===== config.mk =====
export PLATFORM = sky130hd
export DESIGN_NAME = vga_timing_gen
export DESIGN_NICKNAME = d
export VERILOG_FILES = /design/src/rtl/vga_timing_gen.sv
export SDC_FILE = /design/constraint.sdc
export NUM_CORES = 1
export LEC_CHECK = 0
export ABC_CLOCK_PERIOD_IN_PS = 3300
export CORE_MARGIN = 1
export CORE_UTILIZATION = 54
export CTS_BUF_LIST = sky130_fd_sc_hd__clkbuf_8
export DETAILED_ROUTE_END_ITERATION = 12
export PLACE_DENSITY = 0.82
export SYNTH_ARGS = -nofsm -noshare
export SYNTH_HDL_FRONTEND = slang
export SYNTH_SLANG_ARGS = --single-unit

===== constraint.sdc =====
create_clock -name clk -period 3.3 [get_ports clk]
set_input_delay 0.66 -clock clk [delete_from_list [all_inputs] [get_ports clk]]
set_output_delay 0.66 -clock clk [all_outputs]
set_load 0.02 [all_outputs]

===== src/rtl/vga_timing_gen.sv =====
`default_nettype none
// ============================================================================
//  Module   : vga_timing_gen
//  Purpose  : Parametrised raster timing generator. Divides the system clock
//             down to a pixel strobe, walks a (hCount, vCount) beam position
//             through active / front porch / sync / back porch, and drives
//             sync, blanking, line/frame start pulses and a lead-ahead fetch
//             position for memories with LEAD pixels of read latency.
//  Ports    : clk        - system clock
//             reset      - synchronous active-high reset
//             pixEn      - one-clk pixel strobe (first clk of each pixel)
//             hCount     - current column, 0..H_TOTAL-1
//             vCount     - current line, 0..V_TOTAL-1
//             hSync      - horizontal sync, active level = SYNC_POL
//             vSync      - vertical sync, active level = SYNC_POL
//             bright     - beam is inside the active area
//             frameStart - one-clk pulse when position becomes (0,0)
//             lineStart  - one-clk pulse when hCount becomes 0
//             fetchH     - column LEAD pixels ahead in raster order
//             fetchV     - line of the fetch position
//             fetchValid - fetch position is inside the active area
//  Revision : 1.0 - initial release
// ============================================================================
module vga_timing_gen #(
  parameter int H_ACTIVE = 640,
  parameter int H_FRONT  = 16,
  parameter int H_SYNC   = 96,
  parameter int H_BACK   = 48,
  parameter int V_ACTIVE = 480,
  parameter int V_FRONT  = 10,
  parameter int V_SYNC   = 2,
  parameter int V_BACK   = 33,
  parameter int SYNC_POL = 0,
  parameter int CLK_DIV  = 2,
  parameter int LEAD     = 2,
  parameter int CNT_W    = 10
) (
  input  logic             clk,
  input  logic             reset,
  output logic             pixEn,
  output logic [CNT_W-1:0] hCount,
  output logic [CNT_W-1:0] vCount,
  output logic             hSync,
  output logic             vSync,
  output logic             bright,
  output logic             frameStart,
  output logic             lineStart,
  output logic [CNT_W-1:0] fetchH,
  output logic [CNT_W-1:0] fetchV,
  output logic             fetchValid
);

  localparam int H_TOTAL = H_ACTIVE + H_FRONT + H_SYNC + H_BACK;
  localparam int V_TOTAL = V_ACTIVE + V_FRONT + V_SYNC + V_BACK;
  localparam int FRAME   = H_TOTAL * V_TOTAL;
  localparam int DIV_W   = (CLK_DIV > 1) ? $clog2(CLK_DIV) : 1;

  localparam logic [DIV_W-1:0] DIV_MAX = DIV_W'(CLK_DIV - 1);

  localparam logic [CNT_W-1:0] H_MAX    = CNT_W'(H_TOTAL - 1);
  localparam logic [CNT_W-1:0] V_MAX    = CNT_W'(V_TOTAL - 1);
  localparam logic [CNT_W-1:0] H_ACT    = CNT_W'(H_ACTIVE);
  localparam logic [CNT_W-1:0] V_ACT    = CNT_W'(V_ACTIVE);
  // Sync windows use an inclusive last value so that a window ending exactly
  // at the line/frame end never needs a constant wider than CNT_W.
  localparam logic [CNT_W-1:0] HS_FIRST = CNT_W'(H_ACTIVE + H_FRONT);
  localparam logic [CNT_W-1:0] HS_LAST  = CNT_W'(H_ACTIVE + H_FRONT + H_SYNC - 1);
  localparam logic [CNT_W-1:0] VS_FIRST = CNT_W'(V_ACTIVE + V_FRONT);
  localparam logic [CNT_W-1:0] VS_LAST  = CNT_W'(V_ACTIVE + V_FRONT + V_SYNC - 1);

  // The fetch pair sits one pixel before (LEAD mod frame) during reset, so
  // the first strobe after release lands it exactly LEAD pixels ahead.
  localparam int RST_IDX = (LEAD == 0) ? (FRAME - 1) : (LEAD - 1);
  localparam int RST_FH_I = RST_IDX % H_TOTAL;
  localparam int RST_FV_I = RST_IDX / H_TOTAL;
  localparam logic [CNT_W-1:0] RST_FH  = CNT_W'(RST_FH_I);
  localparam logic [CNT_W-1:0] RST_FV  = CNT_W'(RST_FV_I);
  localparam logic RST_FVALID = (RST_FH_I < H_ACTIVE) && (RST_FV_I < V_ACTIVE);

  localparam logic SYNC_ACT = 1'(SYNC_POL);

  logic [DIV_W-1:0] div_cnt;
  logic [DIV_W-1:0] div_next;
  logic             tick;
  logic [CNT_W-1:0] h_next;
  logic [CNT_W-1:0] v_next;
  logic [CNT_W-1:0] fh_next;
  logic [CNT_W-1:0] fv_next;

  // Next-position logic; every registered output is derived from these so
  // outputs change in the same clk as the position itself.
  always_comb begin
    tick     = (div_cnt == DIV_MAX);
    div_next = tick ? '0 : div_cnt + 1'b1;

    h_next = hCount;
    v_next = vCount;
    if (tick) begin
      if (hCount == H_MAX) begin
        h_next = '0;
        v_next = (vCount == V_MAX) ? '0 : vCount + 1'b1;
      end else begin
        h_next = hCount + 1'b1;
      end
    end

    fh_next = fetchH;
    fv_next = fetchV;
    if (tick) begin
      if (fetchH == H_MAX) begin
        fh_next = '0;
        fv_next = (fetchV == V_MAX) ? '0 : fetchV + 1'b1;
      end else begin
        fh_next = fetchH + 1'b1;
      end
    end
  end

  always_ff @(posedge clk) begin
    if (reset) begin
      div_cnt    <= DIV_MAX;
      hCount     <= H_MAX;
      vCount     <= V_MAX;
      fetchH     <= RST_FH;
      fetchV     <= RST_FV;
      fetchValid <= RST_FVALID;
      pixEn      <= 1'b0;
      bright     <= 1'b0;
      frameStart <= 1'b0;
      lineStart  <= 1'b0;
      hSync      <= ~SYNC_ACT;
      vSync      <= ~SYNC_ACT;
    end else begin
      div_cnt    <= div_next;
      hCount     <= h_next;
      vCount     <= v_next;
      fetchH     <= fh_next;
      fetchV     <= fv_next;
      pixEn      <= tick;
      hSync      <= ((h_next >= HS_FIRST) && (h_next <= HS_LAST)) ? SYNC_ACT : ~SYNC_ACT;
      vSync      <= ((v_next >= VS_FIRST) && (v_next <= VS_LAST)) ? SYNC_ACT : ~SYNC_ACT;
      bright     <= (h_next < H_ACT) && (v_next < V_ACT);
      fetchValid <= (fh_next < H_ACT) && (fv_next < V_ACT);
      // Pulses qualify on tick so a held position never re-fires them.
      lineStart  <= tick && (h_next == '0);
      frameStart <= tick && (h_next == '0) && (v_next == '0);
    end
  end

endmodule
`default_nettype wire

Word level (Yosys, flattened, before mapping)
Cells that the tools add are included.
- bits in writable memories: 0
- ROM bits: 0
- flip-flop bits (word level): 48
- bits in latches: 0
- bits of input ports: 2
- memories: 0
- output and inout port bits: 47
- logic and storage cells: 50
- divide/modulo/power cells: 0
- muxes and demuxes: 13
- multipliers: 0
- bitwise gates (word level): 0
- reduce and logical (&&, ||, !) cells: 8
- shift operators: 0
- order comparisons: 8
- add/sub/neg operators: 5
- equal/unequal tests: 4
- operators by type and width (kind ; count):
    $mux W10 ; 10
    $add A10 B1 Y10 const B ; 4
    $eq A10 B10 Y1 const B ; 4
    $logic_not A10 Y1 ; 2
    $lt A10 B10 Y1 const B ; 2
    $lt A10 B9 Y1 const B ; 2
    $ge A10 B10 Y1 const B ; 1
    $ge A10 B9 Y1 const B ; 1
    $le A10 B10 Y1 const B ; 1
    $le A10 B9 Y1 const B ; 1
    $logic_and A1 B1 Y1 ; 6
    $mux W1 ; 3
    $add A1 B1 Y1 const B ; 1

Depth between registers and ports, before layout
- depth in word-level cells: 7
- mapped depth: 9
- gate-level depth less buffers: 7

Worst setup path before layout
No wires, ideal clock.
- kind: reg-to-reg
- start: register hCount[6]
- end: register vSync
- path slack: 779 ps
- library setup time: 134 ps
- arrival: 2386 ps
- cell stages (with the launch flop): 8
- path buffers: 2
- path through: dfxtp_1 buf_6 or4b_4 or4_4 buf_6 nor3_2 o221ai_1 or4_1
- cells in the longest elaborated chain, start to end: 6
- elaborated cells on any way between the ends: 7
- RTL lines (item ; RTL line ; RTL):
    start, declared ; 41 ; output logic [CNT_W-1:0] hCount,
    start signal, assigned ; 135 ; hCount <= h_next;
    $eq A10 B10 Y1 (*) ; 99 ; if (hCount == H_MAX) begin
    $mux W10 (*) ; 99 ;
    $mux W10 (*) ; 98 ; if (tick) begin
    $ge A10 B9 Y1 / $le A10 B9 Y1 (equally long branches) ; 141 ; vSync <= ((v_next >= VS_FIRST) && (v_next <= VS_LAST)) ? SYNC_ACT : ~SYNC_ACT;
    $logic_and A1 B1 Y1 (*) ; 141 ;
    $mux W1 (*) ; 141 ;
    end signal, assigned ; 132 ; vSync <= ~SYNC_ACT;
    end signal, assigned ; 141 ;
    end, declared ; 44 ; output logic vSync,
Mark *: on every way between the ends. The rest lies on a longest branch, timed or not.
A chain may end at the register's enable or synchronous reset.

Final worst setup path
- start: register hCount[0]
- end: register vSync
The elaborated chain is that of the path after synthesis.

==> out/metrics.yaml <==
outcome:
  status: "finished clean"
synth:
  avgSynthCellArea_um2: 8.25
  synthFlopType: "dfxtp_1"
  synthCells: 322
  synth_fp_nets: 330
  ys.warnings.count: 0
  ys_seq_area_share_pct: 36.2
  ys_ff_latch: 48
  synthArstFlopShare_pct: 0
  ys_types: 58
  synth_edf_count: 0
  synth_area_mm2: 0.00266
layout:
  areaGrowthSynthToFinish_pct: 23.0
  fillCellCount: 372
  layout.nets: 367
  antenna_cells: 0
  stdcell_count: 427
  drive_gt1_share_pct: 5.83
power_and_ir_drop:
  vdd_ir_drop_max_v: 0.000461
  total_leakage_power_nw: 1.14
  power_density_mw_per_mm2: 545
  power_mw: 1.78
setup_path:
  crit_path_end_kind: "flip-flop"
  cp.required_ns: 3.49
  cp.arrival_ns: 2.83
  crit_path_start_kind: "flip-flop"
  r2r_end: "vSync"
  rr_worst_depth: 7
  cp_max_fo: 21
  critPathCapture: "vSync"
  critPathKind: "reg2reg"
  critical_path.startpoint: "hCount[0]"
  r2r_slack_ns: 0.66
  r2r-start: "hCount[0]"
timing:
  fin_setup_tns_ns: 0
  fin_crit_sh_pct: 80.0
  holdWs_ns: 0.567
  rsz0062_at_grt: "no"
  slew_viol_final: 0
  skew_ns: 0.00447
  maxSlewHeadroom_pct: 61.5
  hold_viol_final: 0
  fmax_ghz: 0.379
  finalSetupViolCount: 0
  worst_slew_pin_slew_ns: 0.573
  min_period_ns: 2.64
detailed_routing:
  vias: 2530
  dr.pass1.iters: 5
  drt_first_iter_violations: 362
  antenna_left: 0
  drt-total-wl_um: 6310
  wl_per_cell_um: 14.8
  routed_via_density: 5.93
  drc: 0
clock_tree:
  cts_resized: 0
  cts_made_buffers: 5
  clockBufferDepth: 2
  postCtsHoldBufs: 0
  cts.sinks: 48
  cts_root_buffer: "clkbuf_8"
  cts_tree: "yes"
  htreeDepth: 2
  cts.repair_timing.setup_buffer_count: 0
  clkLatencyLatePin_ns: 0.31
  clk_pin_slew_worst_paths_ns: 0.09
placement:
  dp.cells: 419
  port_buffers: 48
  gp_congestion: 0.886
  place_hpwl_um: 4360
floorplanning:
  fp.dieH_um: 72.1
  core_area_mm2: 0.00472
  pin_count: 49
  dieWidth_um: 72.1
  dieArea_mm2: 0.00520
  rows: 25
  initial_core_util_pct: 56.2
grt:
  overflow: 0
  grt_start_max_net_pins: 28
  grt_pass1_wl_um: 10500
  grt_usage_pct: 25.6
  antenna_found_initial: 0
  first_global_vias: 2204
worst_hold_path:
  worstHoldPathType: "reg2reg"
  hp-start: "fetchV[3]"
flow_run:
  drv_cap: 0
## cells in the final DEF, fill, tap and decap left out, drive strengths merged, types with 12 or more instances in the layout
cell | Yosys | routed
nand2 | 24 | 24
nor2 | 36 | 36
nand4 | 14 | 14
clkdlybuf4s50 | 0 | 48
nor3 | 17 | 17
inv | 14 | 14
xor2 | 12 | 12
xnor2 | 19 | 19
dfxtp | 48 | 48
## worst min-delay path by stage
stage / end / slack [ns] / depth (start not counted)
after CTS: fetchH[5] / 0.57 / 2
after global routing: fetchV[3] / 0.60 / 2
final: fetchV[3] / 0.57 / 2
after global placement: fetchH[5] / 0.54 / 2
after floorplan: fetchV[1] / 0.59 / 2
after detailed placement: fetchV[1] / 0.55 / 2
## where the power goes
group	internal, mW	switching (mW)	leakage [nW]
Clock	0.248	0.208	0.0614
Sequential	0.629	0.0946	0.390
Combinational	0.247	0.352	0.692
Total	1.12	0.655	1.14
## cell usage after synthesis (all sizes together) (2+ instances only)
master,number,area [um^2]
dfxtp,48,961
nor2,36,135
nand2,24,90.1
xnor2,19,166
clkbuf,18,67.6
nor3,17,101
inv,14,52.6
nand4,14,87.6
xor2,12,105
a21oi,11,55.1
nand3,11,55.1
o21ai,10,53.8
nand2b,7,43.8
a31oi,6,37.5
ha,6,75.1
nor4,6,43.8
and3,5,31.3
and4,5,43.8
nor4b,4,47.6
or4,4,33.8
a21o,3,22.5
nand3b,3,22.5
nor2b,3,18.8
a211oi,2,15.0
a22oi,2,15.0
and2,2,12.5
buf,2,22.5
o211ai,2,15.0
o221ai,2,17.5
o22ai,2,12.5
or3,2,12.5
## stage by stage
step           cell area [um^2]  utilization, %  worst slack, ns
2_1_floorplan              2660               -            0.779
3_3_place_gp               3140            66.6            0.750
3_5_place_dp               3140            66.6            0.693
4_1_cts                    3270            69.1            0.673
5_1_grt                    3270            69.1            0.494
6_report                   3270            69.1            0.659
## state kept, by name (all words and copies together), names as in the netlist, 10 cells and up
name / flops
vCount: 10
fetchV: 10
fetchH: 10
hCount: 10
## metal layers
metal  vias up  share of wire, %  wire (um)  GRT usage (%)
met3        12               6.8        429           5.42
met1      1178                45       2840           35.9
met2       113                46       2910           38.5
met4         0               2.0        128           9.80
met5         -                 0          0              0
li1       1227                 -          -              -
## area by class of cell
type | instances | area [um^2] | share of cell area [%]
Tap cell | 67 | 83.8 | 2.57
Clock inverter | 2 | 38.8 | 1.19
Timing Repair Buffer | 50 | 495 | 15.2
Clock buffer | 6 | 82.6 | 2.53
Multi-Input combinational cell | 240 | 1550 | 47.5
Inverter | 14 | 52.6 | 1.61
Sequential cell | 48 | 961 | 29.4
## cell families after synthesis
kind of cell	count (synthesis)	share of synthesized area, %
AO/OA/AOI/OAI	53	13.5
AND/OR/NAND/NOR	149	31.5
buffers and inverters	34	5.37
adder cells (fa/ha/maj)	6	2.83
multiplexers	1	0.424
flip-flops	48	36.2
XOR/XNOR	31	10.2
## worst max-delay path, cell delays in order, from the launching register on
cell     delay (ns)
dfxtp_1        0.46
ha_1           0.26
nand3_1        0.19
or4_4          0.68
nor3_1         0.22
a21o_1         0.11
a22oi_1        0.08
or4_1          0.53
Note: power is estimated with default switching activity, not from simulation.
